$ cat src/rtl/sample_acc_pkg.sv
// ---------------------------------------------------------------------------
// sample_acc_pkg
// Shared definitions for the sample accumulator slice.
//   - DEF_IN_W / DEF_ACC_W : default sample and accumulator widths
//   - acc_state_e          : block FSM states (collecting vs. holding result)
//   - sat_max / sat_min    : clamp limits of a signed word of a given width
// ---------------------------------------------------------------------------
package sample_acc_pkg;

  localparam int DEF_IN_W  = 8;
  localparam int DEF_ACC_W = 12;

  typedef enum logic {
    ACCUM = 1'b0,
    HOLD  = 1'b1
  } acc_state_e;

  // Largest positive value of a w-bit two's-complement word (w <= 31).
  function automatic int sat_max(input int w);
    return (2 ** (w - 1)) - 1;
  endfunction

  // Most negative value of a w-bit two's-complement word (w <= 31).
  function automatic int sat_min(input int w);
    return -(2 ** (w - 1));
  endfunction

endpackage

$ cat src/rtl/sample_accumulator_if.sv
// ---------------------------------------------------------------------------
// sample_accumulator_if
// Bundles the streaming input handshake, the block-result handshake and the
// synchronous abort of the sample accumulator.
//   clear     : abort current block, discard pending result
//   in_valid  / in_ready / in_data            : sample stream
//   out_valid / out_ready / out_sum / out_ovf : block result
// master drives samples and takes results; slave is the accumulator.
// ---------------------------------------------------------------------------
interface sample_accumulator_if
  import sample_acc_pkg::*;
#(
  parameter int IN_W  = DEF_IN_W,
  parameter int ACC_W = DEF_ACC_W
);

  logic                    clear;
  logic                    in_valid;
  logic                    in_ready;
  logic signed [IN_W-1:0]  in_data;
  logic                    out_valid;
  logic                    out_ready;
  logic signed [ACC_W-1:0] out_sum;
  logic                    out_ovf;

  modport master (
    output clear, in_valid, in_data, out_ready,
    input  in_ready, out_valid, out_sum, out_ovf
  );

  modport slave (
    input  clear, in_valid, in_data, out_ready,
    output in_ready, out_valid, out_sum, out_ovf
  );

endinterface

$ cat src/rtl/sample_accumulator_sat_add.sv
// ---------------------------------------------------------------------------
// sat_add
// Combinational signed W + W -> W adder that clamps to the representable
// range instead of wrapping.
//   i_a, i_b : signed operands
//   o_sum    : saturated sum
//   o_clamp  : high when the true sum was out of range and got clamped
// ---------------------------------------------------------------------------
module sat_add
  import sample_acc_pkg::*;
#(
  parameter int W = DEF_ACC_W
) (
  input  logic signed [W-1:0] i_a,
  input  logic signed [W-1:0] i_b,
  output logic signed [W-1:0] o_sum,
  output logic                o_clamp
);

  localparam logic signed [W-1:0] MAX_V = W'(sat_max(W));
  localparam logic signed [W-1:0] MIN_V = W'(sat_min(W));

  logic signed [W-1:0] w_raw;
  logic                w_ovf;

  assign w_raw = i_a + i_b;

  // Overflow is only possible when both operands share a sign; it shows up
  // as the wrapped result carrying the opposite sign. The operand sign then
  // says which rail to clamp to.
  assign w_ovf   = (i_a[W-1] == i_b[W-1]) && (w_raw[W-1] != i_a[W-1]);
  assign o_sum   = w_ovf ? (i_a[W-1] ? MIN_V : MAX_V) : w_raw;
  assign o_clamp = w_ovf;

endmodule

$ cat src/rtl/sample_accumulator.sv
// ---------------------------------------------------------------------------
// sample_accumulator
// Sums each block of COUNT signed samples into a saturating ACC_W-bit
// accumulator and presents one result per block, held until taken.
//   clk   : rising-edge clock
//   rst_n : asynchronous active-low reset
//   bus   : slave side of sample_accumulator_if (samples in, results out,
//           synchronous clear)
// ---------------------------------------------------------------------------
module sample_accumulator
  import sample_acc_pkg::*;
#(
  parameter int IN_W  = DEF_IN_W,
  parameter int ACC_W = DEF_ACC_W,
  parameter int COUNT = 4
) (
  input  logic                 clk,
  input  logic                 rst_n,
  sample_accumulator_if.slave  bus
);

  localparam int CNT_W = (COUNT > 2) ? $clog2(COUNT) : 1;
  localparam logic [CNT_W-1:0] LAST_CNT = CNT_W'(COUNT - 1);

  acc_state_e              r_state;
  acc_state_e              w_nextState;
  logic signed [ACC_W-1:0] r_acc;
  logic [CNT_W-1:0]        r_cnt;
  logic                    r_ovf;
  logic signed [ACC_W-1:0] r_outSum;
  logic                    r_outOvf;

  logic signed [ACC_W-1:0] w_sample;
  logic signed [ACC_W-1:0] w_sum;
  logic                    w_clamp;
  logic                    w_inReady;
  logic                    w_accept;
  logic                    w_last;
  logic                    w_release;

  // Sample widened with sign extension before entering the adder.
  assign w_sample  = ACC_W'(bus.in_data);

  // clear masks in_ready so a sample offered alongside an abort is refused.
  assign w_inReady = (r_state == ACCUM) && !bus.clear;
  assign w_accept  = bus.in_valid && w_inReady;
  assign w_last    = (r_cnt == LAST_CNT);
  assign w_release = (r_state == HOLD) && bus.out_ready;

  sat_add #(
    .W(ACC_W)
  ) u_satAdd (
    .i_a     (r_acc),
    .i_b     (w_sample),
    .o_sum   (w_sum),
    .o_clamp (w_clamp)
  );

  // State register of the block FSM.
  always_ff @(posedge clk or negedge rst_n) begin
    if (!rst_n) begin
      r_state <= ACCUM;
    end else begin
      r_state <= w_nextState;
    end
  end

  // Next state: finish a block on its last accepted sample, return once the
  // result is taken; clear overrides both and always lands in ACCUM.
  always_comb begin
    w_nextState = r_state;
    if (bus.clear) begin
      w_nextState = ACCUM;
    end else begin
      case (r_state)
        ACCUM:   if (w_accept && w_last) w_nextState = HOLD;
        HOLD:    if (bus.out_ready) w_nextState = ACCUM;
        default: w_nextState = ACCUM;
      endcase
    end
  end

  // Datapath. The final sample goes straight into the output registers so
  // the result is visible on the same edge out_valid rises; the running
  // accumulator is wiped when the result leaves (or on clear), which keeps
  // the next block from starting before the handshake.
  always_ff @(posedge clk or negedge rst_n) begin
    if (!rst_n) begin
      r_acc    <= '0;
      r_cnt    <= '0;
      r_ovf    <= 1'b0;
      r_outSum <= '0;
      r_outOvf <= 1'b0;
    end else if (bus.clear) begin
      r_acc <= '0;
      r_cnt <= '0;
      r_ovf <= 1'b0;
    end else if (w_accept) begin
      if (w_last) begin
        r_outSum <= w_sum;
        r_outOvf <= r_ovf | w_clamp;
      end else begin
        r_acc <= w_sum;
        r_cnt <= r_cnt + 1'b1;
        r_ovf <= r_ovf | w_clamp;
      end
    end else if (w_release) begin
      r_acc <= '0;
      r_cnt <= '0;
      r_ovf <= 1'b0;
    end
  end

  assign bus.in_ready  = w_inReady;
  assign bus.out_valid = (r_state == HOLD);
  assign bus.out_sum   = r_outSum;
  assign bus.out_ovf   = r_outOvf;

endmodule
$ cat src/flat_wrapper.sv
// flat-port wrapper written by rule: the top's interface ports become plain ports
module sample_accumulator_flat import sample_acc_pkg::*;
#(
  parameter int IN_W  = DEF_IN_W,
  parameter int ACC_W = DEF_ACC_W,
  parameter int COUNT = 4
)
  (clk, rst_n, bus_clear, bus_in_valid, bus_in_data, bus_out_ready, bus_in_ready, bus_out_valid, bus_out_sum, bus_out_ovf);
  sample_accumulator_if #(.IN_W(IN_W), .ACC_W(ACC_W)) bus_i ();
  input  logic clk;
  input  logic rst_n;
  input wire logic [$bits(bus_i.clear)-1:0] bus_clear;
  input wire logic [$bits(bus_i.in_valid)-1:0] bus_in_valid;
  input wire logic [$bits(bus_i.in_data)-1:0] bus_in_data;
  input wire logic [$bits(bus_i.out_ready)-1:0] bus_out_ready;
  output wire logic [$bits(bus_i.in_ready)-1:0] bus_in_ready;
  output wire logic [$bits(bus_i.out_valid)-1:0] bus_out_valid;
  output wire logic [$bits(bus_i.out_sum)-1:0] bus_out_sum;
  output wire logic [$bits(bus_i.out_ovf)-1:0] bus_out_ovf;
  assign bus_i.clear = bus_clear;
  assign bus_i.in_valid = bus_in_valid;
  assign bus_i.in_data = bus_in_data;
  assign bus_i.out_ready = bus_out_ready;
  assign bus_in_ready = bus_i.in_ready;
  assign bus_out_valid = bus_i.out_valid;
  assign bus_out_sum = bus_i.out_sum;
  assign bus_out_ovf = bus_i.out_ovf;
  sample_accumulator #(.IN_W(IN_W), .ACC_W(ACC_W), .COUNT(COUNT)) u_core (.clk(clk), .rst_n(rst_n), .bus(bus_i));
endmodule
$ cat config.mk
export PLATFORM = sky130hd
export DESIGN_NAME = sample_accumulator_flat
export DESIGN_NICKNAME = d
export VERILOG_FILES = /design/src/rtl/sample_acc_pkg.sv /design/src/rtl/sample_accumulator_if.sv /design/src/rtl/sample_accumulator_sat_add.sv /design/src/rtl/sample_accumulator.sv /design/src/flat_wrapper.sv
export SDC_FILE = /design/constraint.sdc
export NUM_CORES = 1
export LEC_CHECK = 0
export CAP_MARGIN = 10
export CORE_MARGIN = 3
export CORE_UTILIZATION = 35
export CTS_CLUSTER_DIAMETER = 150
export DETAILED_ROUTE_END_ITERATION = 7
export PLACE_DENSITY = 0.55
export SYNTH_ARGS = -nofsm -noshare
export SYNTH_HDL_FRONTEND = slang
export SYNTH_SLANG_ARGS = --single-unit
$ cat constraint.sdc
create_clock -name clk -period 3 [get_ports clk]
set_clock_uncertainty 0.05 [all_clocks]
set_input_delay 0.75 -clock clk [delete_from_list [all_inputs] [get_ports clk]]
set_output_delay 0.75 -clock clk [all_outputs]
set_load 0.01 [all_outputs]
==> key figures <==
CTS
  • Max clock buf depth: 2
  • TritonCTS clock tree: built
  • Clock sinks: 29
  • CTS clock-pin slew for the worst setup and hold paths: 0.06 ns
  • H-tree lvl count: 2
  • Clock buffer count from CTS: 5
  • Root buf cell: clkbuf_8
  • Post-CTS setup repair buffer count: 0
  • Latest clock arrival within the worst-skew pair: 0.28 ns

Drt
  • Number of vias per cell: 5.33
  • Post-Route WL: 4590 um
  • Drt first-iter violations: 93
  • Antenna viol nets, final: 0
  • Via count: 1614
  • TritonRoute pass-1 iters: 5
  • Drt wl/cell: 15.1 um
  • DRC Markers: 0

Global routing
  • Largest net degree at the start of global routing: 30
  • Initial antenna violation count: 0
  • First-pass GRT wire length: 7880 um
  • GRT Util Overall: 16.8%
  • Vias in the first global route: 1604
  • Remaining Overflow, GRT: 0

Power and ir drop
  • Pleak: 1.06 nW
  • Reg power frac: 31.6%
  • Logic pwr share: 50.8%
  • Int Pwr: 1.16 mW
  • VDD IR max: 0.298 mV
  • Clock group share of total power: 17.6%
  • Sw Ratio: 37.8%
  • Power Dens Cells: 798 mW/mm^2
  • P_sw: 0.704 mW

Timing
  • Worst slew margin: 64.3%
  • Hold Vio Cnt, Final: 0
  • Final Cycle Share: 96.9%
  • Final Slew Violations: 0
  • Fin crit period: 2.91 ns
  • Maximum clock rate: 344 MHz
  • Final setup violation count: 0
  • RSZ-0062 raised after global routing: no
  • Worst-Margin Slew: 0.535 ns

Setup path
  • CP required: 3.11 ns
  • Setup crit start kind: input port
  • CP endpoint kind: flop
  • CP max FO: 3
  • Worst path arrival time: 3.02 ns
  • Crit Path Category: input port to flop
  • Register-to-Register Path Depth: 8

Synth
  • Ys flop type: dfrtp_1
  • Mapped Nets: 218
  • Area leader, netlist: dfrtp_1
  • Synth Area in XOR/XNOR: 2.95%
  • Post-Syn Area: 0.00178 mm^2
  • Synth top area share: 40.8%
  • EDFF count, synth: 0
  • Ys Warns: 0
  • Simple-gate share of the synthesized area: 17.0%
  • Multiplexer area fraction after synthesis: 0.563%
  • Commonest cells post-synth: dfrtp_1 (29), nand2_1 (24), o31ai_1 (22), a21oi_1 (18), nor2_1 (16)
  • Number of synthesized register bits: 29
  • Synth area leaders: dfrtp_1 (41%), o31ai_1 (9.3%), ha_1 (8.4%)
  • Compound-Gate Fraction of Synth Area: 26.4%
  • Adder-cell share of the synthesized area: 9.56%
  • Most frequent cell after synthesis: dfrtp_1
  • Main combinational cell family by area after synthesis: compound AO/OA/AOI/OAI gates
  • Cell count after synthesis: 192
  • Synth cell types: 42
  • Async set-reset flop share out of synthesis: 100%
  • Sequential fraction of the synthesis area: 40.8%
  • Syn Area/Cell: 9.27 um^2

Placed design
  • Final GP Congestion: 0.965
  • Inst Count DP: 296
  • Post-detail-place hpwl: 3330 um
  • Port buffer count: 27

Die
  • Die H: 77.3 um
  • Top-level I/O count: 28
  • Core area: 0.00482 mm^2
  • Die width: 77.3 um
  • Row cnt: 25
  • Initial cell density of the core: 36.9%
  • Die ar.: 0.00598 mm^2

Layout
  • Layout area overhead: 31.0%
  • Layout Cells excl Fill: 303
  • Antenna diodes: 0
  • Utilization after layout: 48.4%
  • Nets: 262
  • Layout cell share with drive strength beyond 1: 14.0%

Worst hold path
  • Worst hold stages: 2
  • Worst min path class: flop to flop

Flow run
  • Maxcap violations: 0

Run status
  • Status: completed
sequential cells by signal, summed over array words and instances (netlist names):
register	count
u_core.r_acc	12
u_core.bus.out_valid	1
u_core.bus.out_ovf	1
u_core.r_cnt	2
u_core.bus.out_sum	12
u_core.r_ovf	1
path summary, 6_finish.rpt:
kind	slack, ns	endpoint	from
worst max-delay path	0.09	u_core.r_acc[7]	bus_in_data[1]
worst min-delay path	0.43	u_core.bus.out_sum[6]	u_core.bus.out_sum[6]
worst max register to register	0.65	u_core.r_acc[7]	u_core.r_acc[1]
worst min register to register	0.43	u_core.bus.out_sum[6]	u_core.bus.out_sum[6]
max in group asynchronous	1.82	u_core.bus.out_ovf	rst_n
min in group asynchronous	0.81	u_core.bus.out_sum[0]	rst_n
power by group through the flow:
| stage | Combinational, mW | Sequential [mW] | Clock, mW |
|---|---|---|---|
| 6_report | 0.945 | 0.587 | 0.328 |
| 3_3_place_gp | 0.929 | 0.590 | 0 |
| 4_1_cts | 0.940 | 0.589 | 0.334 |
| 5_1_grt | 1.06 | 0.606 | 0.356 |
| 3_5_place_dp | 0.932 | 0.592 | 0 |
| 2_1_floorplan | 0.543 | 0.613 | 0 |
logic make-up (layout without fill, tap and decap cells):
logic type / after synthesis / after routing
mux: 1 / 1
flops: 29 / 29
xor+xnor: 6 / 6
buf+inv: 12 / 56
simple gates: 64 / 64
compound gates: 67 / 67
fa+ha+maj: 13 / 13
stage by stage:
| step | total power [mW] | setup slack (ns) | area (um^2) | hold WS [ns] | TNS, ns |
|---|---|---|---|---|---|
| floorplan | 1.16 | 0.329 | 1780 | 0.401 | 0 |
| global placement | 1.52 | -0.172 | 2240 | 0.414 | -1.12 |
| detailed placement | 1.52 | -0.212 | 2240 | 0.419 | -1.82 |
| CTS | 1.86 | 0.0792 | 2320 | 0.437 | 0 |
| global route | 2.02 | 0.00278 | 2330 | 0.457 | 0 |
| finish | 1.86 | 0.0939 | 2330 | 0.430 | 0 |
repair_timing:
| item | in CTS | in global routing |
|---|---|---|
| gates resized for setup | 0 | 2 |
| hold buffers | 0 | 0 |
| setup endpoints to repair | 0 | 4 |
layer usage:
layer / track usage [%] / share of wire [%]
met5: 0 / 0
met4: 6.41 / 1.1
met3: 3.99 / 3.8
met2: 24.4 / 44
met1: 24.1 / 51
worst max-delay path: stages:
cell and delay, ns:
clkdlybuf4s50_1 0.47, ha_1 0.32, a21o_1 0.17, and4_1 0.23, o21ba_1 0.22, buf_4 0.14, or3_1 0.36, a31oi_1 0.25
o31ai_1 0.11
cell usage in the layout, fill, tap and decap left out, types with 2 or more instances in the layout:
cell / n
dfrtp_1: 29
clkdlybuf4s50_1: 27
nand2_1: 24
o31ai_1: 22
a21oi_1: 18
buf_4: 18
nor2_1: 16
ha_1: 12
nand3_1: 6
clkbuf_8: 6
a21o_1: 4
and2_1: 4
inv_1: 4
o21ai_0: 4
o21a_1: 3
xnor2_1: 3
xor2_1: 3
or3_1: 3
and3_1: 2
nand3b_1: 2
a31o_2: 2
a31oi_1: 2
cell type report:
cell class                 instances  area, um^2
fill                             488        2490
multi-input combinational        151        1010
sequential                        29         726
timing repair buffer              45         405
clock buffer                       7        86.3
tap                               67        83.8
inverter                           4        15.0
No activity file was read; power rests on OpenSTA's default activity.
